===== src/rtl/vga_timing_gen.sv =====
// vga_timing_gen: parametrised VGA raster timing generator.
// Produces hcount/vcount, hsync/vsync, hblnk/vblnk and line/frame start
// strobes. The raster advances only when pix_en is high. Every output is a
// register loaded from a decode of the next counts, so the syncs and blanks
// line up with the counts they belong to.
module vga_timing_gen #(
    parameter int unsigned CNT_W    = 11,
    parameter int unsigned H_ACTIVE = 800,
    parameter int unsigned H_FP     = 40,
    parameter int unsigned H_SYNC   = 128,
    parameter int unsigned H_BP     = 88,
    parameter int unsigned V_ACTIVE = 600,
    parameter int unsigned V_FP     = 1,
    parameter int unsigned V_SYNC   = 4,
    parameter int unsigned V_BP     = 23,
    parameter bit          HS_POL   = 1'b1,
    parameter bit          VS_POL   = 1'b1
) (
    input  logic             clk,
    input  logic             rst,
    input  logic             pix_en,
    output logic [CNT_W-1:0] hcount,
    output logic [CNT_W-1:0] vcount,
    output logic             hsync,
    output logic             vsync,
    output logic             hblnk,
    output logic             vblnk,
    output logic             line_start,
    output logic             frame_start
);

    localparam int unsigned H_TOTAL = H_ACTIVE + H_FP + H_SYNC + H_BP;
    localparam int unsigned V_TOTAL = V_ACTIVE + V_FP + V_SYNC + V_BP;

    localparam longint unsigned CNT_RANGE = 64'd1 << CNT_W;

    // Counter-width constants used by the comparators.
    localparam logic [CNT_W-1:0] H_LAST   = CNT_W'(H_TOTAL - 1);
    localparam logic [CNT_W-1:0] V_LAST   = CNT_W'(V_TOTAL - 1);
    localparam logic [CNT_W-1:0] H_ACT_C  = CNT_W'(H_ACTIVE);
    localparam logic [CNT_W-1:0] V_ACT_C  = CNT_W'(V_ACTIVE);
    localparam logic [CNT_W-1:0] HS_FIRST = CNT_W'(H_ACTIVE + H_FP);
    localparam logic [CNT_W-1:0] HS_LAST  = CNT_W'(H_ACTIVE + H_FP + H_SYNC - 1);
    localparam logic [CNT_W-1:0] VS_FIRST = CNT_W'(V_ACTIVE + V_FP);
    localparam logic [CNT_W-1:0] VS_LAST  = CNT_W'(V_ACTIVE + V_FP + V_SYNC - 1);

    // Reject modes that cannot be represented or have an empty interval.
    if (64'(H_TOTAL) > CNT_RANGE || 64'(V_TOTAL) > CNT_RANGE) begin : g_bad_width
        $error("vga_timing_gen: H_TOTAL/V_TOTAL exceed 2**CNT_W");
    end
    if (CNT_W == 0 || H_ACTIVE == 0 || H_FP == 0 || H_SYNC == 0 || H_BP == 0 ||
        V_ACTIVE == 0 || V_FP == 0 || V_SYNC == 0 || V_BP == 0) begin : g_bad_zero
        $error("vga_timing_gen: every timing parameter must be non-zero");
    end

    logic [CNT_W-1:0] hcount_q, hcount_d;
    logic [CNT_W-1:0] vcount_q, vcount_d;
    logic             hsync_q, hsync_d;
    logic             vsync_q, vsync_d;
    logic             hblnk_q, hblnk_d;
    logic             vblnk_q, vblnk_d;
    logic             line_start_q, line_start_d;
    logic             frame_start_q, frame_start_d;

    // Next raster position: advance on pix_en, wrapping both counts at frame end.
    always_comb begin
        hcount_d = hcount_q;
        vcount_d = vcount_q;
        if (pix_en) begin
            if (hcount_q == H_LAST) begin
                hcount_d = '0;
                if (vcount_q == V_LAST) begin
                    vcount_d = '0;
                end else begin
                    vcount_d = vcount_q + CNT_W'(1);
                end
            end else begin
                hcount_d = hcount_q + CNT_W'(1);
            end
        end
    end

    // Decode syncs, blanks and strobes from the next position.
    always_comb begin
        hblnk_d       = (hcount_d >= H_ACT_C);
        vblnk_d       = (vcount_d >= V_ACT_C);
        hsync_d       = ~HS_POL;
        vsync_d       = ~VS_POL;
        line_start_d  = 1'b0;
        frame_start_d = 1'b0;
        if (hcount_d >= HS_FIRST && hcount_d <= HS_LAST) begin
            hsync_d = HS_POL;
        end
        if (vcount_d >= VS_FIRST && vcount_d <= VS_LAST) begin
            vsync_d = VS_POL;
        end
        if (pix_en && hcount_d == '0) begin
            line_start_d  = 1'b1;
            frame_start_d = (vcount_d == '0);
        end
    end

    // Output and counter registers; synchronous reset wins over pix_en.
    always_ff @(posedge clk) begin
        if (rst) begin
            hcount_q      <= '0;
            vcount_q      <= '0;
            hsync_q       <= ~HS_POL;
            vsync_q       <= ~VS_POL;
            hblnk_q       <= 1'b0;
            vblnk_q       <= 1'b0;
            line_start_q  <= 1'b0;
            frame_start_q <= 1'b0;
        end else begin
            hcount_q      <= hcount_d;
            vcount_q      <= vcount_d;
            hsync_q       <= hsync_d;
            vsync_q       <= vsync_d;
            hblnk_q       <= hblnk_d;
            vblnk_q       <= vblnk_d;
            line_start_q  <= line_start_d;
            frame_start_q <= frame_start_d;
        end
    end

    assign hcount      = hcount_q;
    assign vcount      = vcount_q;
    assign hsync       = hsync_q;
    assign vsync       = vsync_q;
    assign hblnk       = hblnk_q;
    assign vblnk       = vblnk_q;
    assign line_start  = line_start_q;
    assign frame_start = frame_start_q;

endmodule


===== config.mk =====
export PLATFORM = sky130hd
export DESIGN_NAME = vga_timing_gen
export DESIGN_NICKNAME = d
export VERILOG_FILES = /design/src/rtl/vga_timing_gen.sv
export SDC_FILE = /design/constraint.sdc
export NUM_CORES = 1
export LEC_CHECK = 0
export CAP_MARGIN = 25
export CORE_MARGIN = 3
export CORE_UTILIZATION = 28
export CTS_BUF_LIST = sky130_fd_sc_hd__clkbuf_4
export DETAILED_ROUTE_END_ITERATION = 10
export PLACE_DENSITY = 0.56
export SETUP_SLACK_MARGIN = 0.5
export SYNTH_ARGS = -nofsm -noshare
export SYNTH_HDL_FRONTEND = slang
export SYNTH_SLANG_ARGS = --single-unit

===== constraint.sdc =====
create_clock -name clk -period 2.85 [get_ports clk]
set_input_delay 0.57 -clock clk [delete_from_list [all_inputs] [get_ports clk]]
set_output_delay 0.57 -clock clk [all_outputs]
set_load 0.005 [all_outputs]

# Word-level counts from Yosys, hierarchy flattened
# Index checks and enable logic that the tools add are counted.
[word_totals] memories=0 regBits=28 wordCells=33 out_inout_bits=28 mem_bits_rw=0 mem_bits_ro=0 input_bits=3 latchBits=0
[classes] shifts=0 n_div=0 n_reduce_logical=6 n_lt_le_gt_ge=6 n_bitwise=1 multipliers=0 mux=8 eq_ne=2 add_sub_neg=2
[op_table] op="$mux W11" count=5
[op_table] op="$ge A11 B10 Y1 const B" count=4
[op_table] op="$add A11 B1 Y11 const B" count=2
[op_table] op="$le A11 B10 Y1 const B" count=2
[op_table] op="$logic_not A11 Y1" count=2
[op_table] op="$eq A11 B10 Y1 const B" count=1
[op_table] op="$eq A11 B11 Y1 const B" count=1
[op_table] op="$logic_and A1 B1 Y1" count=3
[op_table] op="$mux W1" count=3
[op_table] op="$reduce_or A2 Y1" count=1
[op_table] op="$not A1 Y1" count=1

# Logic depth before layout (Yosys ltp)
# Gate-level depths: netlist of run 1.
[logic_depth] ltp_word=7 mapped_depth=8

# Least setup slack after synthesis of run 1
# No wires, ideal clock.
[synth_path] path_type="in2reg" from="input pix_en" to="register frame_start_q (netlist: frame_start)" stages=8 setup_time_ns=0.087 n_path_buf=2 setup_slack_ns=0.657 arrival_time_ns=2.106 required_time_ns=2.763 cell_sequence="buf_4 and4_1 buf_4 nand3_2 nor4_1 xnor2_1 nand3_1 nor4b_2"
[synth_between] elab_chain_cells=5 elab_cells_between_ends=7 cone_classes="mux (2); bitwise (1); reduce/logical (4)"
[synth_lines] element="start: declaration" line="21" source="input logic pix_en,"
[synth_lines] element="$mux W11" line="69" source="if (pix_en) begin"
[synth_lines] element="$logic_not A11 Y1" line="97" source="if (pix_en && hcount_d == '0) begin"
[synth_lines] element="$logic_and A1 B1 Y1" line="97"
[synth_lines] element="$not A1 Y1 (no line)"
[synth_lines] element="$reduce_or A2 Y1 (no line)"
[synth_lines] element="end signal: assignment" line="122" source="frame_start_q <= frame_start_d;"
[synth_lines] element="end: declaration" line="63" source="logic frame_start_q, frame_start_d;"
# Several ways; a longest one is shown, not always the timed one.
# A chain may end at the register's enable or synchronous reset.

# Worst setup path in the final report of run 1
# Same ends and word-level chain as after synthesis.

==> impl_results.md, run 1 <==
* Clock Path Buffers at 2
* Global routing usage on met3 at 0.0207
* Ports at 31
* Slew at the pin closest to its max-slew limit at between 0.4 and 0.5 ns
* Die area at about 8000 µm²
* Fin crit period at roughly 2.2 ns
* Clock slew at reported path FFs at 0.17 ns
* Die extent in x at roughly 88 µm
* Critical-path cell list: clkdlybuf4s50_1 > and4_4 > nand3_2 > or3_4 > mux2i_1 > nand3_1 > nor4b_2
* Largest net degree at the start of global routing at 16
* Slowest cell on crit path: clkdlybuf4s50_1
* Layout cells sized above 1 at 0.163
* First-pass DRT Iterations at 4
* Worst r2r src: vcount[1]
* WHS at ~0.52 ns
* Post-synth EDFFs at 0
* PwrDens at ~270 nW/µm²
* RSZ-0062 raised after global routing: no
* Outcome: completed
* Skew-Pair Late Insertion Delay at approximately 0.34 ns
* Critical Path AT at about 2.4 ns
* FMAX at around 460 MHz
* Endpoints failing hold at 0
* Post-synthesis simple-gate area fraction at 0.372
* Final core occ at 0.357
* Commonest non-fill, non-tap cell in the layout: nor2_1
* Fin nets at between 200 and 300
* Reg2reg end: frame_start
* Hold path start: vcount[0]
* CTS tree: built
* Fin Setup TNS at 0 ns
* Core area at 6460 µm²
* Final period utilization at 0.763
* Setup crit end kind: flop
* Worst Hold Class: flop to flop
* Hpwl dp at between 3 and 4 mm
* Remaining Overflow, GRT at 0
* Inserted Clock Buffers at 3
* Post-synthesis adder-cell area fraction at 0.0132
* Met2 usage at 0.184
* Crit start category: input pin
* Final Max Tran Viols at 0
* H-tree lvl count at 1
* Skew final at 0.00525 ns
* Antenna fix cells at 0
* WL per Instance at 14.2 µm
* Vias in the first global route at 1540
* Fillers at 666
* Register cell area after layout at 567 µm²
* Grt peak-use layer: met1
* Top_reg_cell synth: dfxtp_1
* Combinational family with the most area after synthesis: simple AND/OR/NAND/NOR gates
* Row Count at 29
* Crit Path Class: input pin to flop
* Seq cells post-synth at 28
* Compound-Gate Fraction of Synth Area at 0.124
* Relative slew margins at 0.710
* Setup Viol. Count Final at 0
* Distinct cells, synth at 57
* GR Util met1 at 0.198
* Hold Crit Depth at 2
* CP max FO at 7
* Port Buffers at 30
* Vias at between 1500 and 2000
* Routed WL at ~4.8 mm
* Syn. warnings at 0
* Via density at ~5.2
* 1st-iter DRT viols at roughly 120
* Tot GR Track Use at 0.128
* Static Leak at ~0.75 nW
* Syn nets at ~240
* Initial Util at 0.293
* MaxCap Viol Count at 0
* Slowest Stage Delay on Critical Path at approximately 0.48 ns
* Worst r2r path cells at 7
* Final ANT Viol Nets at 0
* Critical path data required time at between 3 and 4 ns
* Placer Congestion at roughly 0.87
* Commonest cells after routing, fill and taps aside: nor2_1 (34), clkdlybuf4s50_1 (30), dfxtp_1 (23), nand2_1 (22), xnor2_1 (15)
* Cell Area, Synth at approximately 1900 µm²
* Register area share after synthesis at 0.297
* Die Y at just under 90 µm
* # clock sinks at 28
* Synth Instances at 237
* Async SR Flop Fraction at 0
* Clock Tree Root: clkbuf_4
* Multi-input logic area at between 1000 and 1500 µm²
* Area Overhead vs Synth at 22.0%
* Synth Area in XOR/XNOR at 0.102
* Peak supply drop at between 0.15 and 0.2 mV
* Residual DRC count at 0
* Portion of netlist area occupied by mux cells at 0.0272
* Antenna violations before repair at 0
* First-pass GRT wire length at roughly 7.8 mm
* R2r setup slk at between 0.6 and 0.7 ns
* Worst Hold Path EP: vcount[0]
* Syn avg cell area at 7.97 µm²
## worst max-delay path by stage
| stage | from | to | cells after the start |
|---|---|---|---|
| floorplan | pix_en | frame_start | 8 |
| global placement | pix_en | frame_start | 7 |
| detailed placement | pix_en | frame_start | 7 |
| CTS | vcount[0] | frame_start | 7 |
| global route | vcount[1] | frame_start | 7 |
| finish | pix_en | frame_start | 7 |
## worst max-delay path, delay by kind of cell
kind,cells,cell delay (ns)
buffers and inverters,1,0.48
AND/OR/NAND/NOR,5,1.19
multiplexers,1,0.20
## metal layers
metal  vias to the layer above  part of all wire
li1                        898                 -
met1                       844              0.53
met2                        40              0.42
met3                         2             0.038
met4                         0            0.0064
met5                         -                 0
## cell usage after synthesis, types with 2 or more instances
master	instances	area, µm²
nand3_2	2	20.0
nand3_1	8	40.0
inv_1	2	7.51
or3_1	4	25.0
buf_4	6	45.0
nand2b_1	3	18.8
and4_1	3	26.3
nor2b_1	4	25.0
buf_2	5	25.0
and3_1	4	25.0
nand4_1	10	62.6
or2_2	2	12.5
o211ai_1	2	15.0
clkbuf_1	6	22.5
xor2_1	7	61.3
nor2_1	34	128
a21o_1	2	15.0
mux2i_1	4	40.0
dfxtp_1	28	561
nor3_1	10	50.1
a21oi_1	7	35.0
xnor2_1	15	131
ha_1	2	25.0
o31ai_1	2	15.0
nand2_1	22	82.6
o21ai_0	5	25.0
buf_6	2	22.5
a31oi_1	4	25.0
nor4_1	4	25.0
## final cells by class
| class | instances | area share |
|---|---|---|
| well taps | 77 | 0.0418 |
| clock buffers | 3 | 0.00977 |
| multi-input cells | 188 | 0.531 |
| flip-flops and latches | 28 | 0.246 |
| repair buffers | 41 | 0.166 |
| clock inverters | 1 | 0.00163 |
| inverters | 2 | 0.00326 |
## sequential cells by signal, summed over array words and instances, names as in the netlist
signal,count
hsync,1
frame_start,1
vcount,11
vblnk,1
vsync,1
hcount,11
line_start,1
hblnk,1
## metrics by stage
step / power, mW / cells / setup slack, ns / area (µm²)
after floorplan: 0.434 / 237 / 0.657 / 1890
after global placement: 0.454 / 334 / 0.237 / 2240
after detailed placement: 0.454 / 334 / 0.216 / 2240
after CTS: 0.636 / 338 / 0.508 / 2270
after global routing: 0.655 / 340 / 0.512 / 2300
final: 0.628 / 340 / 0.676 / 2300
## logic make-up (layout without fill, tap and decap cells)
kind of cell / count (synthesis) / after routing
compound gates: 34 / 34
xor+xnor: 22 / 22
fa+ha+maj: 2 / 2
buf+inv: 21 / 47
flops: 28 / 28
mux: 5 / 5
simple gates: 125 / 125
## report_power, final
| group | switching (mW) | internal [mW] | total (mW) |
|---|---|---|---|
| Clock | 0.129 | 0.0514 | 0.181 |
| Combinational | 0.0206 | 0.0227 | 0.0433 |
| Sequential | 0.00701 | 0.397 | 0.404 |
| Total | 0.157 | 0.471 | 0.628 |
## what timing repair did
item / 4_1_cts / 5_1_grt
pin swaps: 0 / 1
setup buffers: 0 / 2
endpoints found under the setup margin: 2 / 3
resized for setup: 2 / 9
hold buffers: 0 / 0
No activity file was read; power rests on OpenSTA's default activity.
==> run 2, diff against run 1 <==
Settings changed: PLACE_DENSITY 0.56 to 0.58.
Clock period 2.85 ns to 1.9 ns, I/O delays scaled along.
==> run 2 against run 1 <==
Net effect: the flow now finishes with violations (setup timing); die area unchanged; combinational power increased to 2.6 times the previous value; register-to-register slack got worse by 0.74 ns; critical path depth rose by 1; cell area grew 57%; largest cell class unchanged; first-iteration DRC count increased by 9.6%; critical path type is now flop to flop; via count grew 26%; sequential share of layout area decreased by 7.6 points.
==> impl_results.md, run 2 (synthesized netlist as in run 1, its figures left out) <==
* Clock Tree Root: clkbuf_4
* Critical path's most frequent cell: buf_6
* FMAX at 510 MHz
* Hold Crit Depth at 2
* Finished Layout Cells at between 400 and 500
* # clock sinks at 28
* Tot GR Track Use at 0.167
* CP max FO at 5
* Fin crit period at between 1.5 and 2 ns
* Area Overhead vs Synth at 91.3%
* Crit start category: flop
* Worst r2r path cells at 8
* Remaining Overflow, GRT at 0
* Worst Hold Class: flop to flop
* PwrDens at ~310 nW/µm²
* Slowest cell on crit path: dfxtp_4
* Placed Instances at 389
* Crit path buf inv count at 2
* WL per Instance at ~16 µm
* Static Leak at 1.50 nW
* Critical path data required time at around 2.2 ns
* Placed Area at 2770 µm²
* Routed WL at approximately 7.1 mm
* Worst path depth at 8
* Die area at ~7800 µm²
* Critical-path cell list: ha_4 > and4_4 > buf_6 > nand3_2 > buf_6 > nor3_1 > o32ai_2 > nor4b_4
* Core area at 6460 µm²
* 1st-iter DRT viols at approximately 130
* CTS tree: built
* Largest net degree at the start of global routing at 17
* Die Y at 88.1 µm
* Antenna violations before repair at 0
* Endpoints failing hold at 0
* Skew final at 0.00479 ns
* Fin nets at approximately 370
* Final Max Tran Viols at 0
* Fin Setup TNS at -0.109 ns
* Slowest Stage Delay on Critical Path at roughly 0.39 ns
* Port Buffers at 30
* Antenna fix cells at 0
* Cell family with most CP delay: simple AND/OR/NAND/NOR gates
* Residual DRC count at 0
* Critical Path AT at around 2.2 ns
* Fillers at 518
* Row Count at 29
* Die extent in x at 88.1 µm
* WHS at 0.575 ns
* Clock slew at reported path FFs at 0.17 ns
* Crit Path Class: flop to flop
* Relative slew margins at 0.756
* MaxCap Viol Count at 0
* Initial Util at 0.293
* First-pass GRT wire length at 10.3 mm
* CTS Hold Bufs at 0
* Setup ws final at -0.0608 ns
* Commonest non-fill, non-tap cell in the layout: buf_4
* Outcome: finished with violations
* Clock Path Buffers at 2
* Setup Viol. Count Final at 2
* Total power draw at 1.12 mW
* Setup crit end kind: flop
* Ports at 31
* Via density at between 5 and 6
* RSZ-0062 raised after global routing: yes
* Final ANT Viol Nets at 0
* First-pass DRT Iterations at 4
* Design area at 3610 µm²
* Placer Congestion at between 0.8 and 0.9
* Hpwl dp at 4.28 mm
* Commonest cells after routing, fill and taps aside: buf_4 (64), buf_6 (53), nor2_1 (30), nand2_1 (21), dfxtp_2 (13)
* Skew-Pair Late Insertion Delay at ~0.35 ns
* Final period utilization at 1.03
* H-tree lvl count at 1
* Slew at the pin closest to its max-slew limit at ~0.36 ns
* Vias in the first global route at ~2100
* Peak supply drop at around 0.25 mV
* Vias at 2253
* Failing checks: setup timing
* Layout cells sized above 1 at 0.611
* Inserted Clock Buffers at 3
* R2r setup slk at -0.06 ns
## run 2: changes by cell type in the layout (fill, tap and decap cells not counted), moves of 8 or more
cell,delta
buf_6,+53
buf_4,+53
clkdlybuf4s50_1,-28
dfxtp_1,-18
dlygate4sd2_1,+9
dfxtp_2,+8
dfxtp_4,+10
## run 2: worst register-to-register path, delay by kind of cell, from the launching register on
family,cells,cell delay [ns]
simple gates,4,0.89
fa+ha+maj,1,0.16
buf+inv,2,0.29
compound gates,1,0.16
flops,1,0.39
## run 2: cell type report
type	instances	area (µm²)	area share
well taps	77	96.3	0.0267
clock buffers	3	22.5	0.00623
clock inverters	1	30.0	0.00831
multi-input cells	188	1590	0.439
repair buffers	138	1260	0.348
flip-flops and latches	28	614	0.170
inverters	2	7.51	0.00208
## run 2: per-stage QoR
step,setup slack (ns),util
after floorplan,-0.0338,-
after global placement,-0.349,0.429
after detailed placement,-0.394,0.429
after CTS,0.0171,0.515
after global routing,-0.157,0.559
final,-0.0608,0.559
## run 2: final timing paths
path | end | from
worst min-delay path | hcount[2] | hcount[2]
worst max register to register | frame_start | hcount[1]
worst min register to register | hcount[2] | hcount[2]
worst max-delay path | frame_start | hcount[1]
## run 2: where the power goes
part	total (mW)	leakage, nW	switching [mW]	internal [mW]
sequential	0.589	0.241	0.00555	0.583
combinational	0.111	1.23	0.0511	0.0600
clock	0.418	0.0279	0.204	0.214
total	1.12	1.50	0.261	0.857
## run 2: metal layers
layer | vias up | routed length, µm | track usage
met3 | 17 | 282 | 0.0226
li1 | 1098 | - | -
met5 | - | 0 | 0
met4 | 0 | 161 | 0.0467
met1 | 1066 | 3140 | 0.227
met2 | 72 | 3480 | 0.277
## run 2: timing repair
action | in CTS | in global routing
endpoints found under the setup margin | 54 | 45
buffers inserted | 35 | 9
gates resized for setup | 158 | 52
pin swaps | 30 | 26
==> run 3, diff against run 2 <==
Settings changed: CORE_MARGIN 3 to 10.
==> run 3 against run 2 <==
Net effect: clock skew up 0.0056 ns; the flow still finishes with violations (setup timing); clock power down 29%; critical endpoint unchanged; largest cell class unchanged; sequential share of layout area down 0.31 points; combinational power up 14%; via count down 0.58%; core utilization up 0.56 points.
==> impl_results.md, run 3 (synthesized netlist as in run 1, its figures left out) <==
* Reg2reg end: frame_start
* Die extent in x at between 100 and 150 µm
* Largest net degree at the start of global routing at 16
* Crit start category: flop
* Vias at 2240
* Slowest cell on crit path: dfxtp_2
* Residual DRC count at 0
* Core area at 6460 µm²
* Remaining Overflow, GRT at 0
* Vias in the first global route at 2145
* First-pass DRT Iterations at 4
* Clk pwr share at 0.291
* Tot GR Track Use at 0.123
* Endpoints failing hold at 0
* 1st-iter DRT viols at between 150 and 200
* Finished Layout Cells at 439
* Crit Path Class: flop to flop
* Total power draw at 1.01 mW
* Design area at 3650 µm²
* RSZ-0062 raised after global routing: yes
* Peak supply drop at between 0.2 and 0.25 mV
* Setup Viol. Count Final at 3
* # clock sinks at 28
* CTS tree: built
* Failing checks: setup timing
* Row Count at 29
* Final Max Tran Viols at 0
* Clock Tree Root: clkbuf_4
* Clock slew at reported path FFs at about 0.16 ns
* Antenna fix cells at 0
* Final period utilization at 1.02
* Die Y at between 100 and 150 µm
* R2r setup slk at -0.03 ns
* Slew at the pin closest to its max-slew limit at roughly 0.35 ns
* Fin crit period at 1.93 ns
* Routed WL at 7.00 mm
* WL per Instance at between 15 and 20 µm
* Gate power share at 0.124
* Setup crit end kind: flop
* NetSw at between 200 and 300 µW
* Relative slew margins at 0.766
* MaxCap Viol Count at 0
* FMAX at ~520 MHz
* H-tree lvl count at 1
* Via density at 5.10
* Antenna violations before repair at 0
* Sw Ratio at 0.254
* Placed Area at between 2000 and 3000 µm²
* Skew final at between 0.01 and 0.015 ns
* Commonest cells after routing, fill and taps aside: buf_4 (61), buf_6 (58), nor2_1 (28), nand2_1 (19), dfxtp_2 (15)
* Fin nets at 368
* First-pass GRT wire length at approximately 10 mm
* Port Buffers at 30
* Worst r2r path cells at 7
* Pre-CTS WS at -0.367 ns
* Static Leak at between 1.5 and 2 nW
* Worst Hold Class: flop to flop
* Critical-path cell list: buf_6 > nand4_1 > buf_4 > or3_4 > mux2i_4 > nand3_2 > nor4b_2
* Critical Path AT at between 2 and 2.5 ns
* Final ANT Viol Nets at 0
* Skew-Pair Late Insertion Delay at 0.35 ns
* Layout cells sized above 1 at 0.622
* WHS at approximately 0.65 ns
* Ports at 31
* Clock Path Buffers at 2
* Area Overhead vs Synth at 93.2%
* Slowest Stage Delay on Critical Path at ~0.40 ns
* CP max FO at 3
* Commonest non-fill, non-tap cell in the layout: buf_4
* CTS Hold Bufs at 0
* Outcome: finished with violations
* Worst r2r src: vcount[0]
* Die area at 10400 µm²
* Power Internal at roughly 750 µW
* Worst Hold Path EP: vcount[1]
* Placed Instances at 392
* Critical path data required time at around 2.2 ns
* Inserted Clock Buffers at 3
* Hpwl dp at ~4.5 mm
* Initial Util at 0.293
* Flop pwr share at 0.585
* Hold path start: vcount[1]
* Setup ws final at -0.0324 ns
* PwrDens at 277 nW/µm²
* Hold Crit Depth at 3
* Placer Congestion at around 0.87
==> run 3: cell types whose count changed in the layout (fill, tap and decap cells not counted), sizes merged <==
cell / delta
buf: +7
dlygate4sd2: -4
bufinv: -1
clkdlybuf4s15: -1
dlymetal6s2s: +1
==> run 3: through the flow <==
step                 util  setup TNS [ns]
finish              0.565         -0.0557
detailed placement  0.434           -3.34
global route        0.565          -0.230
global placement    0.434           -3.27
floorplan               -         -0.0338
CTS                 0.506        -0.00262
==> run 3: repair_timing <==
| action | 4_1_cts | 5_1_grt |
|---|---|---|
| endpoints found under the setup margin | 54 | 45 |
| hold endpoints to repair | 0 | 0 |
| pin swaps | 20 | 20 |
| buffers inserted | 28 | 15 |
| gates resized for setup | 172 | 62 |
==> run 3: layout make-up <==
class,count,area (µm²)
Inverter,2,7.51
Timing Repair Buffer,140,1330
Clock buffer,4,30.0
Fill cell,534,2810
Multi-Input combinational cell,188,1580
Tap cell,77,96.3
Sequential cell,28,609
==> run 3: worst max-delay path by stage <==
stage / start / to / slack (ns) / depth (start not counted)
finish: vcount[0] / frame_start / -0.03 / 7
global route: hcount[0] / vsync / -0.08 / 8
CTS: hcount[0] / vsync / -0.003 / 8
detailed placement: pix_en / frame_start / -0.37 / 7
global placement: pix_en / frame_start / -0.34 / 7
floorplan: vcount[3] / frame_start / -0.03 / 7
==> run 3: power by group through the flow <==
stage / clock, mW / combinational, mW / sequential, mW
finish: 0.295 / 0.126 / 0.592
global route: 0.329 / 0.135 / 0.593
floorplan: 0 / 0.0438 / 0.617
CTS: 0.300 / 0.105 / 0.592
global placement: 0 / 0.0879 / 0.613
detailed placement: 0 / 0.0891 / 0.613
==> run 3: metal layers <==
layer	wire length (µm)	global-route usage	vias to the layer above
met4	164	0.0358	0
met3	310	0.0182	14
li1	-	-	1101
met2	3440	0.207	65
met1	3090	0.157	1060
met5	0	0	-
==> run 3: critical path: cells and delay by family, from the launching register on <==
family | cells | cell delay, ns
AND/OR/NAND/NOR | 4 | 0.95
flip-flops | 1 | 0.40
buffers and inverters | 2 | 0.31
multiplexers | 1 | 0.20
